--- src/rtl/ctrl_pipe_unit.sv ---
// Pipelined RV32 main decoder: decodes the ID opcode and carries the control bundle
// through ID/EX, EX/MEM and MEM/WB, with load-use bubble insertion, flush and stall.
module ctrl_pipe_unit #(
  parameter int OPW    = 7,
  parameter int RIW    = 5,
  parameter bit EXT_EN = 1'b1,
  parameter bit HAZ_EN = 1'b1
) (
  input  logic           clk_i,
  input  logic           rst_i,
  input  logic           valid_i,
  input  logic [OPW-1:0] Op_i,
  input  logic [2:0]     funct3_i,
  input  logic [RIW-1:0] rs1_i,
  input  logic [RIW-1:0] rs2_i,
  input  logic [RIW-1:0] rd_i,
  input  logic           stall_i,
  input  logic           flush_i,
  output logic           hazard_o,
  output logic           illegal_o,
  output logic [1:0]     ex_ALUOp_o,
  output logic           ex_ALUSrc_o,
  output logic           ex_Branch_o,
  output logic           ex_BrNe_o,
  output logic           ex_Jump_o,
  output logic           mem_MemRead_o,
  output logic           mem_MemWrite_o,
  output logic           wb_RegWrite_o,
  output logic           wb_Mem2Reg_o
);

  localparam logic [OPW-1:0] OP_IALU   = OPW'(7'b0010011);
  localparam logic [OPW-1:0] OP_RTYPE  = OPW'(7'b0110011);
  localparam logic [OPW-1:0] OP_BRANCH = OPW'(7'b1100011);
  localparam logic [OPW-1:0] OP_LOAD   = OPW'(7'b0000011);
  localparam logic [OPW-1:0] OP_STORE  = OPW'(7'b0100011);
  localparam logic [OPW-1:0] OP_JAL    = OPW'(7'b1101111);
  localparam logic [OPW-1:0] OP_LUI    = OPW'(7'b0110111);

  localparam logic [1:0] ALU_ADD = 2'b00;
  localparam logic [1:0] ALU_BR  = 2'b01;
  localparam logic [1:0] ALU_R   = 2'b10;
  localparam logic [1:0] ALU_I   = 2'b11;

  typedef struct packed {
    logic [1:0] alu_op;
    logic       alu_src;
    logic       branch;
    logic       br_ne;
    logic       jump;
    logic       mem_read;
    logic       mem_write;
    logic       reg_write;
    logic       mem2reg;
    logic       illegal;
  } ctrl_t;

  typedef struct packed {
    ctrl_t          ctrl;
    logic [RIW-1:0] rd;
  } idex_t;

  typedef struct packed {
    logic mem_read;
    logic mem_write;
    logic reg_write;
    logic mem2reg;
  } exmem_t;

  typedef struct packed {
    logic reg_write;
    logic mem2reg;
  } memwb_t;

  ctrl_t          dec;
  logic [RIW-1:0] id_rd;
  idex_t          idex;
  exmem_t         exmem;
  memwb_t         memwb;
  logic           hazard;

  // ID-stage decode; a non-valid slot decodes as a bubble and is never flagged illegal.
  always_comb begin
    // NOTE: every field gets a default before the case so no path leaves a latch behind.
    dec = '0;
    if (valid_i) begin
      case (Op_i)
        OP_IALU: begin
          dec.alu_op    = ALU_I;
          dec.alu_src   = 1'b1;
          dec.reg_write = 1'b1;
        end
        OP_RTYPE: begin
          dec.alu_op    = ALU_R;
          dec.reg_write = 1'b1;
        end
        OP_BRANCH: begin
          if (funct3_i == 3'b000) begin
            dec.alu_op = ALU_BR;
            dec.branch = 1'b1;
          end else if (EXT_EN && funct3_i == 3'b001) begin
            dec.alu_op = ALU_BR;
            dec.branch = 1'b1;
            dec.br_ne  = 1'b1;
          end else begin
            dec.illegal = 1'b1;
          end
        end
        OP_LOAD: begin
          dec.alu_op    = ALU_ADD;
          dec.alu_src   = 1'b1;
          dec.mem_read  = 1'b1;
          dec.reg_write = 1'b1;
          dec.mem2reg   = 1'b1;
        end
        OP_STORE: begin
          dec.alu_op    = ALU_ADD;
          dec.alu_src   = 1'b1;
          dec.mem_write = 1'b1;
        end
        OP_JAL: begin
          if (EXT_EN) begin
            dec.jump      = 1'b1;
            dec.reg_write = 1'b1;
          end else begin
            dec.illegal = 1'b1;
          end
        end
        OP_LUI: begin
          if (EXT_EN) begin
            dec.alu_src   = 1'b1;
            dec.reg_write = 1'b1;
          end else begin
            dec.illegal = 1'b1;
          end
        end
        default: dec.illegal = 1'b1;
      endcase
    end
  end

  assign id_rd = valid_i ? rd_i : '0;

  // Load-use check against the held ID/EX entry; rs2 is compared for every opcode on purpose.
  assign hazard = HAZ_EN && !rst_i && valid_i && idex.ctrl.mem_read && (idex.rd != '0) &&
                  ((idex.rd == rs1_i) || (idex.rd == rs2_i));

  always_ff @(posedge clk_i) begin
    // NOTE: stage registers use non-blocking assignments so every stage samples the old value.
    if (rst_i) begin
      idex  <= '0;
      exmem <= '0;
      memwb <= '0;
    end else if (!stall_i) begin
      if (flush_i || hazard) begin
        idex <= '0;
      end else begin
        idex <= '{ctrl: dec, rd: id_rd};
      end
      exmem <= '{mem_read:  idex.ctrl.mem_read,
                 mem_write: idex.ctrl.mem_write,
                 reg_write: idex.ctrl.reg_write,
                 mem2reg:   idex.ctrl.mem2reg};
      memwb <= '{reg_write: exmem.reg_write,
                 mem2reg:   exmem.mem2reg};
    end
  end

  assign hazard_o       = hazard;
  assign illegal_o      = idex.ctrl.illegal;
  assign ex_ALUOp_o     = idex.ctrl.alu_op;
  assign ex_ALUSrc_o    = idex.ctrl.alu_src;
  assign ex_Branch_o    = idex.ctrl.branch;
  assign ex_BrNe_o      = idex.ctrl.br_ne;
  assign ex_Jump_o      = idex.ctrl.jump;
  assign mem_MemRead_o  = exmem.mem_read;
  assign mem_MemWrite_o = exmem.mem_write;
  assign wb_RegWrite_o  = memwb.reg_write;
  assign wb_Mem2Reg_o   = memwb.mem2reg;

endmodule

--- config.mk ---
export PLATFORM = sky130hd
export DESIGN_NAME = ctrl_pipe_unit
export DESIGN_NICKNAME = d
export VERILOG_FILES = /design/src/rtl/ctrl_pipe_unit.sv
export SDC_FILE = /design/constraint.sdc
export NUM_CORES = 1
export LEC_CHECK = 0
export BUFFER_PORTS_ARGS = -buffer_cell sky130_fd_sc_hd__buf_2
export CAP_MARGIN = 15
export CORE_MARGIN = 3
export CORE_UTILIZATION = 45
export CTS_CLUSTER_SIZE = 30
export DETAILED_ROUTE_END_ITERATION = 7
export GPL_ROUTABILITY_DRIVEN = 0
export HOLD_SLACK_MARGIN = 0.05
export PLACE_DENSITY = 0.83
export REMOVE_ABC_BUFFERS = 1
export SLEW_MARGIN = 10
export SYNTH_ARGS = -nofsm -noshare
export SYNTH_HDL_FRONTEND = slang
export SYNTH_SLANG_ARGS = --single-unit
--- constraint.sdc ---
create_clock -name clk_i -period 2.2 [get_ports clk_i]
set_input_delay 0.44 -clock clk_i [delete_from_list [all_inputs] [get_ports clk_i]]
set_output_delay 0.44 -clock clk_i [all_outputs]
set_load 0.02 [all_outputs]
==> flow_summary.toml <==
[finish]
area_growth_pct = 32.2
drive_gt1_share_pct = 35.7
final_cell_area_um2 = 1310
layout.nets = 199
antenna_cells = 0
utilization_pct = 65.0

[synthesis]
synth.distinct_cells = 27
ys.flop_type = "dfxtp_1"
synth_top_area_share_pct = 40.3
synth_area_um2 = 993
netlist_top_cells_count = "26 x nand2_1, 20 x dfxtp_1, 16 x o21ai_0"
yosys_warnings = 0
synth_edf_count = 0
synth.most_common_cell = "nand2_1"
synth_seq_area_share_pct = 40.3
avgSynthCellArea_um2 = 8.14
async_flop_share_pct = 0
synth_seq_cells = 20
synth_area_leader_cell = "dfxtp_1"
yosys-top-cells-area = "dfxtp_1 40%, nand2_1 9.8%, xor2_1 9.7%, o21ai_0 8.1%, mux2i_1 5.0%"
syn_inst = 122

[power_and_ir_drop]
ir_worst_vdd_uv = 289
p_switching_w = 0.000158
p_leak_nw = 0.604
p_per_area_nw_per_um2 = 505
swShare_pct = 23.8
clkPwrFrac_pct = 31.5
p_int_w = 0.000506
seqPwrFrac_pct = 55.5
power_frac_comb_pct = 13.0

[placement]
dp_hpwl_um = 1950
pre_cts_slack_ns = 0.139
dpl-instance-area_um2 = 1210
port_buffers = 41

[clock_tree]
cts_buffers = 3
cts_tree = "done"
cts_hold_buf = 0
cts_buffer_depth = 2
root_buffer = "clkbuf_4"
htreeDepth = 1
clk_pin_slew_ns = 0.11
cts_sinks = 20
insertion_delay_ns = 0.30

[routing]
wire_per_inst_um = 12.5
final_antenna_net_count = 0
drc = 0
vias = 999
drt_iter0_drc = 6
drt-pass1-iter-count = 4
routed_wl_um = 2430
routed_via_density = 5.12

[setup_path]
crit_path_end_kind = "primary output"
reg2reg_from = "idex[3]"
worstSetupPathType = "reg -> out"
cp.arrival_ns = 1.70
start_kind = "flop"
required_ns = 1.76
r2r_cells = 6
r2r_slack_ns = 0.41
worstPathCellList = "or4_4 > o2111ai_4 > nor2_4 > buf_6"
crit_slowest_cell = "or4_4"
reg2reg_to = "ex_BrNe_o"
worstPathMaxFanout = 6
slowest_delay_ns = 0.54

[timing]
tightest_slew_ns = 0.350
rsz0062_at_grt = "false"
post-route-period-util_pct = 97.1
fmax_mhz = 468
relSlewSlack_pct = 76.4
setup_violations = 0
drv_slew = 0
fin_ws_ns = 0.0648
fin_worst_skew_ns = 0.00103
fin_tns_setup_ns = 0
hold_violations = 0
fin_crit_ns = 2.14

[floorplan]
die_height_um = 53.0
die_x_um = 53.0
fp.coreArea_um2 = 2020
start_util_pct = 49.1
io-pin-count = 42
fp.dieArea_um2 = 2810
fp-row-count = 16

[grt]
track_usage_pct = 18.4
grt_pass1_vias = 961
grt_pass1_wl_um = 3840
grt_antenna_before_repair = 0
grt.overflow.total = 0
grt_max_degree = 16

[min_path]
hp-class = "in -> reg"
min_path_cells = 3
hold_start = "rd_i[3]"
holdPathEnd = "idex[3]"

[run_status]
status = "completed"

[job]
drv_cap = 0
==> worst max-delay path by stage <==
stage	from	to
floorplan	rs1_i[2]	hazard_o
global placement	rs1_i[2]	hazard_o
detailed placement	rs1_i[2]	hazard_o
CTS	idex[3]	hazard_o
global route	idex[3]	hazard_o
finish	idex[3]	hazard_o
==> routing by layer <==
metal | vias up | global-route usage [%] | routed length (um)
li1 | 505 | - | -
met1 | 438 | 21.5 | 983
met2 | 45 | 31.4 | 1200
met3 | 11 | 3.38 | 161
met4 | 0 | 10.2 | 85
met5 | - | 0 | 0
==> flip-flops by register name, summed over array words and instances, names as in the netlist <==
signal,count
idex,8
ex_ALUOp_o,2
ex_ALUSrc_o,1
ex_BrNe_o,1
ex_Branch_o,1
ex_Jump_o,1
exmem,1
illegal_o,1
mem_MemRead_o,1
mem_MemWrite_o,1
wb_Mem2Reg_o,1
wb_RegWrite_o,1
==> worst max-delay path, delay by kind of cell (launching register included) <==
kind / cells / cell delay [ns]
compound gates: 1 / 0.26
simple gates: 2 / 0.64
flops: 1 / 0.36
buf+inv: 1 / 0.14
==> power by group through the flow <==
stage / Sequential [W] / Combinational (W) / Clock [W]
2_1_floorplan: 0.000377 / 0.0000345 / 0
3_3_place_gp: 0.000377 / 0.0000782 / 0
3_5_place_dp: 0.000377 / 0.0000827 / 0
4_1_cts: 0.000369 / 0.0000845 / 0.000212
5_1_grt: 0.000368 / 0.0000943 / 0.000224
6_report: 0.000368 / 0.0000864 / 0.000209
==> timing repair <==
action / CTS / global route
buffers inserted: 0 / 5
setup endpoints to repair: 1 / 1
gates resized for setup: 3 / 5
pin swaps: 0 / 2
==> cells by family (layout without fill, tap and decap cells) <==
kind of cell              count (synthesis)  in the layout  share of synthesized area, %
and+or+nand+nor                          54             54                          24.9
muxes                                     5              5                          5.04
AOI/OAI and AO/OA                        24             24                          15.2
buffers and inverters                     8             54                          4.79
xor gates and xnor gates                 11             11                          9.70
DFF                                      20             20                          40.3
==> metrics by stage <==
step                      hold WS [ns]  total power (W)  std cells
after floorplan                  0.424         0.000412        116
after global placement           0.434         0.000455        186
after detailed placement         0.450         0.000460        186
after CTS                        0.367         0.000665        190
after global routing             0.380         0.000687        195
final                            0.364         0.000663        195
==> area by class of cell <==
type                            count  area (um2)
Tap cell                           27        33.8
Multi-Input combinational cell     94         567
Sequential cell                    20         405
Clock buffer                        4        36.3
Inverter                            2        7.51
Fill cell                         183         708
Timing Repair Buffer               48         264
==> cell usage in the layout, fill, tap and decap left out, types with 3 or more instances in the layout <==
master and instances:
buf_2 40, nand2_1 26, dfxtp_1 18, o21ai_0 16, nor2_1 12, xor2_1 11, buf_4 7, mux2i_1 5
or3_1 4, nor3_1 3, o31ai_1 3, clkbuf_4 3
Note: power is estimated with default switching activity, not from simulation.
